<file path="src/rtl/game_flow_pkg.sv">
// game_flow_pkg: shared types and constants for the game-flow controller.
// Holds the FSM state enum, screen-mode codes, default keycodes and
// small width/decode helpers used by the interface and the top.
package game_flow_pkg;

    typedef enum logic [3:0] {
        ST_RES   = 4'd0,
        ST_LOAD  = 4'd1,
        ST_PLAY  = 4'd2,
        ST_PAUSE = 4'd3,
        ST_DYING = 4'd4,
        ST_SPAWN = 4'd5,
        ST_CLEAR = 4'd6,
        ST_OVER  = 4'd7,
        ST_WIN   = 4'd8
    } game_state_t;

    localparam logic [2:0] SCR_PLAY  = 3'd0;
    localparam logic [2:0] SCR_PAUSE = 3'd1;
    localparam logic [2:0] SCR_OVER  = 3'd2;
    localparam logic [2:0] SCR_WIN   = 3'd3;
    localparam logic [2:0] SCR_DYING = 3'd4;
    localparam logic [2:0] SCR_CLEAR = 3'd5;
    localparam logic [2:0] SCR_LOAD  = 3'd6;

    localparam logic [7:0] KEY_ENTER_DEF = 8'h28;
    localparam logic [7:0] KEY_PAUSE_DEF = 8'h13;

    // Level index width, never narrower than one bit.
    function automatic int lvl_w(input int n);
        return (n > 1) ? $clog2(n) : 1;
    endfunction

    // Width able to hold 0..n lives.
    function automatic int life_w(input int n);
        return (n > 0) ? $clog2(n + 1) : 1;
    endfunction

    // Screen mode shown for each state; SPAWN keeps the play screen up.
    function automatic logic [2:0] scr_of(input game_state_t s);
        logic [2:0] r;
        case (s)
            ST_PLAY, ST_SPAWN: r = SCR_PLAY;
            ST_PAUSE:          r = SCR_PAUSE;
            ST_DYING:          r = SCR_DYING;
            ST_CLEAR:          r = SCR_CLEAR;
            ST_OVER:           r = SCR_OVER;
            ST_WIN:            r = SCR_WIN;
            default:           r = SCR_LOAD;
        endcase
        return r;
    endfunction

endpackage

</file>
<file path="src/rtl/game_flow_ctrl_if.sv">
// game_flow_ctrl_if: bundles the controller's game-side inputs and its
// playfield/actor-facing outputs. The master modport is the controller.
interface game_flow_ctrl_if #(
    parameter int NUM_LEVELS = 3,
    parameter int NUM_LIVES  = 3
);
    import game_flow_pkg::*;

    localparam int LVL_W  = lvl_w(NUM_LEVELS);
    localparam int LIFE_W = life_w(NUM_LIVES);

    // Signal semantics: there is no valid/ready backpressure on this bundle.
    // frame_tick is a one-cycle strobe per frame; over/win are level inputs
    // sampled on every rising edge while in PLAY; keycode is sampled every
    // edge. Every output is a register that is valid every cycle.
    logic [7:0]        keycode;
    logic              frame_tick;
    logic              over;
    logic              win;
    logic              reseton;
    logic              respawn;
    logic [LVL_W-1:0]  level;
    logic [LIFE_W-1:0] lives;
    logic [2:0]        screen;
    game_state_t       state;

    modport master (
        input  keycode, frame_tick, over, win,
        output reseton, respawn, level, lives, screen, state
    );

    modport slave (
        output keycode, frame_tick, over, win,
        input  reseton, respawn, level, lives, screen, state
    );

endinterface

</file>
<file path="src/rtl/game_flow_ctrl_key_edge.sv">
// key_edge: one-shot detector for a single keycode. A hit fires in the
// first cycle the keycode matches KEY after a cycle where it did not.
module key_edge
    import game_flow_pkg::*;
#(
    parameter logic [7:0] KEY = KEY_ENTER_DEF
) (
    input  logic       Clk,
    input  logic       Reset,
    input  logic [7:0] keycode,
    output logic       hit
);

    logic [7:0] prev_q;

    // Remember last cycle's keycode for edge detection.
    always_ff @(posedge Clk or posedge Reset) begin
        if (Reset) prev_q <= 8'h00;
        else       prev_q <= keycode;
    end

    assign hit = (keycode == KEY) && (prev_q != KEY);

endmodule

</file>
<file path="src/rtl/game_flow_ctrl.sv">
// game_flow_ctrl: multi-level game-flow FSM with lives, timed death and
// level-clear holds, and keyboard restart. Optional pause is built when
// the macro GAME_PAUSE_EN is defined. All outputs are registered from the
// next-state decode so they always match the current state.
module game_flow_ctrl
    import game_flow_pkg::*;
#(
    parameter int         NUM_LEVELS  = 3,
    parameter int         NUM_LIVES   = 3,
    parameter int         HOLD_FRAMES = 60,
    parameter logic [7:0] KEY_ENTER   = KEY_ENTER_DEF,
    parameter logic [7:0] KEY_PAUSE   = KEY_PAUSE_DEF
) (
    input  logic             Clk,
    input  logic             Reset,
    game_flow_ctrl_if.master bus
);

    localparam int LVL_W  = lvl_w(NUM_LEVELS);
    localparam int LIFE_W = life_w(NUM_LIVES);
    localparam int HOLD_W = (HOLD_FRAMES > 0) ? $clog2(HOLD_FRAMES + 1) : 1;

    localparam logic [HOLD_W-1:0] HOLD_MAX   = HOLD_W'(HOLD_FRAMES);
    localparam logic [LIFE_W-1:0] LIVES_INIT = LIFE_W'(NUM_LIVES);
    localparam logic [LVL_W-1:0]  LVL_LAST   = LVL_W'(NUM_LEVELS - 1);

    game_state_t       state_q, state_d;
    logic [LVL_W-1:0]  level_q, level_d;
    logic [LIFE_W-1:0] lives_q, lives_d;
    logic [HOLD_W-1:0] hold_q, hold_d;
    logic              reseton_q, respawn_q;
    logic [2:0]        screen_q;
    logic              enter_hit, pause_hit;

    key_edge #(.KEY(KEY_ENTER)) u_enter (
        .Clk     (Clk),
        .Reset   (Reset),
        .keycode (bus.keycode),
        .hit     (enter_hit)
    );

`ifdef GAME_PAUSE_EN
    key_edge #(.KEY(KEY_PAUSE)) u_pause (
        .Clk     (Clk),
        .Reset   (Reset),
        .keycode (bus.keycode),
        .hit     (pause_hit)
    );
`else
    // Pause is tied off; the compare keeps KEY_PAUSE referenced so both
    // builds share one parameter list.
    assign pause_hit = (bus.keycode == KEY_PAUSE) & 1'b0;
`endif

    // Next-state and datapath decode; over/win only matter in PLAY.
    always_comb begin
        state_d = state_q;
        level_d = level_q;
        lives_d = lives_q;
        hold_d  = hold_q;
        case (state_q)
            ST_RES:   state_d = ST_PLAY;
            ST_LOAD:  state_d = ST_PLAY;
            ST_SPAWN: state_d = ST_PLAY;
            ST_PLAY: begin
                if (bus.over) begin
                    state_d = ST_DYING;
                    lives_d = lives_q - LIFE_W'(1);
                    hold_d  = '0;
                end else if (bus.win) begin
                    state_d = ST_CLEAR;
                    hold_d  = '0;
                end else if (pause_hit) begin
                    state_d = ST_PAUSE;
                end
            end
            ST_PAUSE: begin
                if (pause_hit) state_d = ST_PLAY;
            end
            ST_DYING: begin
                if (hold_q == HOLD_MAX)
                    state_d = (lives_q == '0) ? ST_OVER : ST_SPAWN;
                else if (bus.frame_tick)
                    hold_d = hold_q + HOLD_W'(1);
            end
            ST_CLEAR: begin
                if (hold_q == HOLD_MAX) begin
                    if (level_q == LVL_LAST) begin
                        state_d = ST_WIN;
                    end else begin
                        state_d = ST_LOAD;
                        level_d = level_q + LVL_W'(1);
                    end
                end else if (bus.frame_tick) begin
                    hold_d = hold_q + HOLD_W'(1);
                end
            end
            ST_OVER, ST_WIN: begin
                // Level and lives are restored on entry to RES so the
                // RES cycle already shows the fresh-game values.
                if (enter_hit) begin
                    state_d = ST_RES;
                    level_d = '0;
                    lives_d = LIVES_INIT;
                end
            end
            default: state_d = ST_RES;
        endcase
    end

    // State and registered outputs, all derived from the next state.
    always_ff @(posedge Clk or posedge Reset) begin
        if (Reset) begin
            state_q   <= ST_RES;
            level_q   <= '0;
            lives_q   <= LIVES_INIT;
            hold_q    <= '0;
            reseton_q <= 1'b1;
            respawn_q <= 1'b0;
            screen_q  <= SCR_LOAD;
        end else begin
            state_q   <= state_d;
            level_q   <= level_d;
            lives_q   <= lives_d;
            hold_q    <= hold_d;
            reseton_q <= (state_d == ST_RES) || (state_d == ST_LOAD);
            respawn_q <= (state_d == ST_SPAWN);
            screen_q  <= scr_of(state_d);
        end
    end

    assign bus.reseton = reseton_q;
    assign bus.respawn = respawn_q;
    assign bus.level   = level_q;
    assign bus.lives   = lives_q;
    assign bus.screen  = screen_q;
    assign bus.state   = state_q;

endmodule

</file>
<file path="src/flat_wrapper.sv">
// flat-port wrapper written by rule: the top's interface ports become plain ports
module game_flow_ctrl_flat import game_flow_pkg::*;
#(
    parameter int         NUM_LEVELS  = 3,
    parameter int         NUM_LIVES   = 3,
    parameter int         HOLD_FRAMES = 60,
    parameter logic [7:0] KEY_ENTER   = KEY_ENTER_DEF,
    parameter logic [7:0] KEY_PAUSE   = KEY_PAUSE_DEF
)
  (Clk, Reset, bus_keycode, bus_frame_tick, bus_over, bus_win, bus_reseton, bus_respawn, bus_level, bus_lives, bus_screen, bus_state);
  game_flow_ctrl_if #(.NUM_LEVELS(NUM_LEVELS), .NUM_LIVES(NUM_LIVES)) bus_i ();
  input  logic Clk;
  input  logic Reset;
  input wire logic [$bits(bus_i.keycode)-1:0] bus_keycode;
  input wire logic [$bits(bus_i.frame_tick)-1:0] bus_frame_tick;
  input wire logic [$bits(bus_i.over)-1:0] bus_over;
  input wire logic [$bits(bus_i.win)-1:0] bus_win;
  output wire logic [$bits(bus_i.reseton)-1:0] bus_reseton;
  output wire logic [$bits(bus_i.respawn)-1:0] bus_respawn;
  output wire logic [$bits(bus_i.level)-1:0] bus_level;
  output wire logic [$bits(bus_i.lives)-1:0] bus_lives;
  output wire logic [$bits(bus_i.screen)-1:0] bus_screen;
  output wire logic [$bits(bus_i.state)-1:0] bus_state;
  assign bus_i.keycode = bus_keycode;
  assign bus_i.frame_tick = bus_frame_tick;
  assign bus_i.over = bus_over;
  assign bus_i.win = bus_win;
  assign bus_reseton = bus_i.reseton;
  assign bus_respawn = bus_i.respawn;
  assign bus_level = bus_i.level;
  assign bus_lives = bus_i.lives;
  assign bus_screen = bus_i.screen;
  assign bus_state = bus_i.state;
  game_flow_ctrl #(.NUM_LEVELS(NUM_LEVELS), .NUM_LIVES(NUM_LIVES), .HOLD_FRAMES(HOLD_FRAMES), .KEY_ENTER(KEY_ENTER), .KEY_PAUSE(KEY_PAUSE)) u_core (.Clk(Clk), .Reset(Reset), .bus(bus_i));
endmodule
</file>
<file path="config.mk">
export PLATFORM = sky130hd
export DESIGN_NAME = game_flow_ctrl_flat
export DESIGN_NICKNAME = d
export VERILOG_FILES = /design/src/rtl/game_flow_pkg.sv /design/src/rtl/game_flow_ctrl_if.sv /design/src/rtl/game_flow_ctrl_key_edge.sv /design/src/rtl/game_flow_ctrl.sv /design/src/flat_wrapper.sv
export SDC_FILE = /design/constraint.sdc
export NUM_CORES = 1
export LEC_CHECK = 0
export BUFFER_PORTS_ARGS = -buffer_cell sky130_fd_sc_hd__clkbuf_2
export CAP_MARGIN = 20
export CORE_MARGIN = 1.5
export CORE_UTILIZATION = 46
export DETAILED_ROUTE_END_ITERATION = 16
export PLACE_DENSITY = 0.67
export SLEW_MARGIN = 20
export SYNTH_ARGS = -nofsm -noshare
export SYNTH_HDL_FRONTEND = slang
export SYNTH_SLANG_ARGS = --single-unit
export TNS_END_PERCENT = 1
</file>
<file path="constraint.sdc">
create_clock -name Clk -period 1.79 [get_ports Clk]
set_clock_uncertainty 0.1 [all_clocks]
set_input_delay 0.358 -clock Clk [delete_from_list [all_inputs] [get_ports Clk]]
set_output_delay 0.358 -clock Clk [all_outputs]
set_load 0.1 [all_outputs]
</file>
Yosys cells after proc, flatten, opt, wreduce, memory -nomap -nowiden
Index checks and enable logic that the tools add are counted.
{"block": "totals", "word_cells": 74, "inputBits": 13, "out_inout_bits": 13, "reg_bits": 27}
{"block": "op_classes", "addsub": 3, "n_eq_ne": 27, "n_mux": 21, "n_reduce_logical": 15}
{"cell": "$eq A4 B3 Y1 const B", "n": 8}
{"cell": "$mux W4", "n": 6}
{"cell": "$mux W6", "n": 4}
{"cell": "$pmux W4 S6", "n": 1}
{"cell": "$pmux W3 S6", "n": 1}
{"cell": "$eq A4 B2 Y1 const B", "n": 4}
{"cell": "$mux W2", "n": 6}
{"cell": "$pmux W6 S2", "n": 1}
{"cell": "$eq A4 B1 Y1 const B", "n": 2}
{"cell": "$eq A4 B4 Y1 const B", "n": 2}
{"cell": "$eq A8 B6 Y1 const B", "n": 1}
{"cell": "$logic_not A4 Y1", "n": 2}
{"cell": "$ne A8 B6 Y1 const B", "n": 1}
{"cell": "$pmux W2 S2", "n": 2}
{"cell": "$reduce_and A4 Y1", "n": 2}
{"cell": "$add A6 B1 Y6 const B", "n": 1}
{"cell": "$eq A6 B6 Y1 const B", "n": 1}
{"cell": "$ne A2 B1 Y1 const B", "n": 3}
{"cell": "$ne A2 B2 Y1 const B", "n": 3}
{"cell": "$reduce_bool A2 Y1", "n": 3}
{"cell": "$reduce_or A2 Y1", "n": 3}
{"cell": "$ne A3 B3 Y1 const B", "n": 1}
{"cell": "$reduce_and A3 Y1", "n": 1}
{"cell": "$reduce_or A3 Y1", "n": 1}
{"cell": "other kinds (6)", "n": 6}

Logic depth before layout (Yosys ltp)
{"block": "logic_depth", "ltp_word": 7, "mapped_depth": 7, "ltp_nobuf": 7}

Cells and area by module
From an unflattened synthesis, not the netlist that was laid out.
{"block": "unflattened", "cells_unflattened": 122, "area_unflattened_um2": 1315.0}
{"module": "game_flow_ctrl", "instances": 1, "area_per_inst_um2": 1066.0, "cells_per_inst": 108, "seq_area_each_um2": 481.7}
{"module": "key_edge", "instances": 1, "area_per_inst_um2": 249.0, "cells_per_inst": 14, "seq_area_each_um2": 200.2}

Least setup slack after synthesis
No wires, ideal clock.
{"block": "synth_timing", "path_kind": "reg2reg", "from": "register u_core.state_q[2] (netlist: u_core.bus.state[2])", "to": "register u_core.hold_q[4]", "stages_incl_launch_ff": 7, "path_slack_ns": -0.668, "path_buffers": 1, "setup_time_ns": 0.077, "arrival_ns": 2.280, "synth_period_minus_slack_ns": 2.458, "t_required_ns": 1.613, "cell_sequence": "dfrtp_1 -> buf_4 -> nand2b_1 -> a211oi_4 -> o211ai_1 -> or3_1 -> a21oi_1"}
{"block": "synth_between", "elab_chain_len": 4, "word_cells_on_any_way": 10, "cone_classes": "6 x eq/ne; 1 x mux; 3 x reduce/logical"}
{"element": "from (decl)", "line_no": "game_flow_ctrl.sv:27", "rtl": "game_state_t state_q, state_d;"}
{"element": "from (signal assigned)", "line_no": "game_flow_ctrl.sv:122", "rtl": "state_q <= state_d;"}
{"element": "$eq A4 B3 Y1", "line_no": "game_flow_ctrl.sv:61", "rtl": "case (state_q)"}
{"element": "$reduce_or A2 Y1 (no source line)"}
{"element": "$ne A2 B2 Y1 (no source line), or another cell as far along"}
{"element": "$reduce_and A4 Y1 (no source line)"}
{"element": "to (signal assigned)", "line_no": "game_flow_ctrl.sv:125", "rtl": "hold_q <= hold_d;"}
{"element": "to (decl)", "line_no": "game_flow_ctrl.sv:30", "rtl": "logic [HOLD_W-1:0] hold_q, hold_d;"}
Several ways; a longest one is shown, not always the timed one.
A chain may end at the register's enable or synchronous reset.

Worst setup path after layout
{"block": "layout_timing", "from": "register u_core.u_enter.prev_q[6]", "to": "register u_core.screen_q[1] (netlist: u_core.bus.screen[1])"}
{"block": "layout_between", "elab_chain_len": 7, "word_cells_on_any_way": 13, "cone_classes": "8 x eq/ne; 3 x mux; 2 x reduce/logical"}
{"element": "from (decl)", "line_no": "game_flow_ctrl_key_edge.sv:14", "rtl": "logic [7:0] prev_q;"}
{"element": "from (signal assigned)", "line_no": "game_flow_ctrl_key_edge.sv:19", "rtl": "else prev_q <= keycode;"}
{"element": "$ne A8 B6 Y1 (*)", "line_no": "game_flow_ctrl_key_edge.sv:22", "rtl": "assign hit = (keycode == KEY) && (prev_q != KEY);"}
{"element": "$logic_and A1 B1 Y1 (*)", "line_no": "game_flow_ctrl_key_edge.sv:22"}
{"element": "$mux W4 (*)", "line_no": "game_flow_ctrl.sv:101", "rtl": "if (enter_hit) begin"}
{"element": "$pmux W4 S6 (*)", "line_no": "game_flow_ctrl.sv:61"}
{"element": "named net u_core.state_d[1]", "line_no": "game_flow_ctrl.sv:27"}
{"element": "$eq A4 B2 Y1 or $eq A4 B3 Y1 (tied branches)", "line_no": "game_flow_pkg.sv:42", "rtl": "case (s)"}
{"element": "$reduce_or A2 Y1", "line_no": "game_flow_pkg.sv:42"}
{"element": "$pmux W3 S6 (*)", "line_no": "game_flow_pkg.sv:42"}
{"element": "to (signal assigned)", "line_no": "game_flow_ctrl.sv:128", "rtl": "screen_q <= scr_of(state_d);"}
{"element": "to (decl)", "line_no": "game_flow_ctrl.sv:32", "rtl": "logic [2:0] screen_q;"}
The timed path passes the listed nets; every way through them passes the cells marked *.

==> impl_metrics.json <==
{
  "max-cap-violations": 0,
  "avgRoutedWirePerCell_um": 14.5,
  "holdWs_ps": 46.3,
  "start_util_pct": 48.4,
  "r2r_end": "u_core.bus.screen[1]",
  "core_area_sq_um": 2760,
  "place_congestion": 0.882,
  "synthesis.area_sq_um": 1330,
  "cpPeakStageDelay_ps": 540,
  "crit_chain": "or4b_4, o211ai_4, nand4_1, nand3_2, mux2i_1",
  "areaGrowthSynthToFinish_pct": 30.9,
  "cts_tree": "yes",
  "vias": 1042,
  "io_buffer_count": 25,
  "timing.rr.start": "u_core.u_enter.prev_q[6]",
  "netlist_instances": 118,
  "num-nets-final": 180,
  "firstDrtPassIters": 2,
  "period_share_pct": 107,
  "ir_drop_mv": 0.552,
  "die_w_um": 56.8,
  "slew_violations": 0,
  "min_period_ps": 1910,
  "clock_latency_ps": 320,
  "ys_warn_count": 0,
  "final-hold-violation-count": 0,
  "grt_first_pass_wirelength_um": 4810,
  "route.antenna.remaining_nets": 0,
  "numCtsBuffers": 3,
  "status": "complete, but fails checks",
  "grt_max_degree": 28,
  "antenna_found_initial": 0,
  "path_clk_slew_ps": 140,
  "die_h_um": 56.8,
  "violations": "setup timing",
  "ys_ff_latch": 27,
  "setup_slack_ps": -119,
  "first_iter_violations": 14,
  "min_path_cells": 1,
  "startpoint_type": "register",
  "grt.total_usage_pct": 18.9,
  "clock-sinks": 27,
  "slowest_stage": "or4b_4",
  "yosysSeqAreaShare_pct": 51.1,
  "arrival_ps": 2070,
  "grt_pass1_vias": 1077,
  "critPathRequiredTime_ps": 1950,
  "p_leak_uw": 0.000756,
  "row_count": 19,
  "synth_cell_type_count": 43,
  "rrSetupSlack_ps": -120,
  "io_pins": 26,
  "syn-num-nets": 135,
  "worst_slew_pin_slew_ps": 540,
  "crit_path_end_kind": "register",
  "routed_wl_um": 2800,
  "n_antenna_cell": 0,
  "clk_path_buf_depth": 2,
  "cp-endpoint": "u_core.bus.screen[1]",
  "crit_type": "register to register",
  "grt_overflow": 0,
  "power_density_nw_per_um2": 531,
  "cp_max_fo": 6,
  "die_area_sq_um": 3230,
  "h-tree-depth": 1,
  "synth_ff_type": "dfrtp_1",
  "crit_path_start": "u_core.u_enter.prev_q[6]",
  "via_per_inst": 5.40,
  "dp_hpwl_um": 2090,
  "rsz0062_at_grt": "yes",
  "setup_viol": 7,
  "fmax_ghz": 0.524,
  "relSlewSlack_pct": 64.2,
  "post-place-ws_ps": -171,
  "hold_path.class": "input port to register",
  "clockRootBuffer": "clkbuf_4",
  "avgSynthCellArea_sq_um": 11.3,
  "async_flop_share_pct": 100,
  "drc_errors": 0,
  "drive_above_1_share_pct": 44.4,
  "reg2reg_depth": 5,
  "synth-edff-count": 0
}
[per-layer routing]
metal | wire [um] | track usage (%) | up-vias
met5 | 0 | 0 | -
met3 | 89 | 2.30 | 2
met4 | 16 | 5.98 | 0
met1 | 1350 | 26.5 | 509
li1 | - | - | 515
met2 | 1340 | 30.7 | 16
[metrics by stage]
step	instances	cell area (sq um)	util (%)	total power (uW)	setup TNS [ps]
after floorplan	118	1370	-	647	-1730
after global placement	187	1660	60.3	672	-350
after detailed placement	187	1660	60.3	674	-564
after CTS	193	1740	63.0	945	-484
after global routing	193	1750	63.3	965	-1060
final	193	1750	63.3	927	-363
[layout by cell type (no fill, tap or decap), types with 3 or more instances in the layout]
| cell type | n |
|---|---|
| o211ai_1 | 5 |
| nand3b_1 | 3 |
| nor2b_1 | 4 |
| inv_1 | 8 |
| nor2_1 | 9 |
| nor4b_2 | 3 |
| clkbuf_4 | 4 |
| dfrtp_1 | 18 |
| o21ai_0 | 6 |
| clkbuf_2 | 16 |
| nand2_1 | 7 |
| ha_1 | 4 |
| dfstp_2 | 4 |
| buf_4 | 22 |
| and3_1 | 3 |
| xor2_1 | 3 |
[timing repair]
item                       CTS  global route
hold endpoints to repair    22             0
buffers inserted             1             0
resized for setup            8             3
hold buffers                 1             0
cloned                       0             0
setup endpoints to repair   11            15
pin swaps                    4             6
[sequential cells by signal, summed over array words and instances (netlist names)]
name	cells
u_core.u_enter.prev_q	8
u_core.bus.reseton	1
u_core.bus.lives	2
u_core.bus.respawn	1
u_core.hold_q	6
u_core.bus.state	4
u_core.bus.screen	3
u_core.bus.level	2
[cell type report]
class                           instances  area [sq um]
Fill cell                             247          1010
Tap cell                               31          38.8
Clock inverter                          1          7.51
Timing Repair Buffer                   43           305
Multi-Input combinational cell         80           646
Sequential cell                        27           696
Inverter                                8          30.0
Clock buffer                            3          22.5
[where the power goes]
| part | total, uW | switching (uW) | internal, uW |
|---|---|---|---|
| sequential | 622 | 2.68 | 619 |
| clock | 263 | 178 | 85.4 |
| combinational | 41.9 | 23.6 | 18.4 |
| total | 927 | 204 | 723 |
[critical path, delay by kind of cell, from the launching register on]
family          cells  cell delay (ps)
mux                 1              200
compound gates      1              260
simple gates        3              880
flops               1              390
[Yosys cell counts, types with 2 or more instances]
cell	instances	area [sq um]
xor2_1	3	26.3
nand2_1	7	26.3
dfstp_2	5	131
inv_1	8	30.0
nor2b_1	4	25.0
o21a_1	2	15.0
dfrtp_1	22	551
o21ai_0	7	35.0
nor4b_2	3	45.0
buf_2	2	10.0
o211ai_1	5	37.5
and3_1	3	18.8
o21ai_1	2	10.0
nand3_1	2	10.0
nand2b_1	2	12.5
ha_1	4	50.1
nor2_1	9	33.8
nand3b_1	3	22.5
[worst min path at each step]
stage                         startpoint                  endpoint  slack [ps]
after detailed placement           Reset  u_core.u_enter.prev_q[5]         320
final                     bus_keycode[3]  u_core.u_enter.prev_q[3]          50
after global placement             Reset  u_core.u_enter.prev_q[5]         310
after floorplan           bus_keycode[0]  u_core.u_enter.prev_q[0]         290
after global routing      bus_keycode[3]  u_core.u_enter.prev_q[3]          30
after CTS                 bus_keycode[3]  u_core.u_enter.prev_q[3]          30
[logic make-up after synthesis]
kind of cell	count (synthesis)	synth area share [%]
buf+inv	11	3.57
flops	27	51.1
fa+ha+maj	4	3.75
xor+xnor	3	1.97
simple gates	43	20.6
compound gates	28	17.1
mux	2	1.88
No activity file was read; power rests on OpenSTA's default activity.
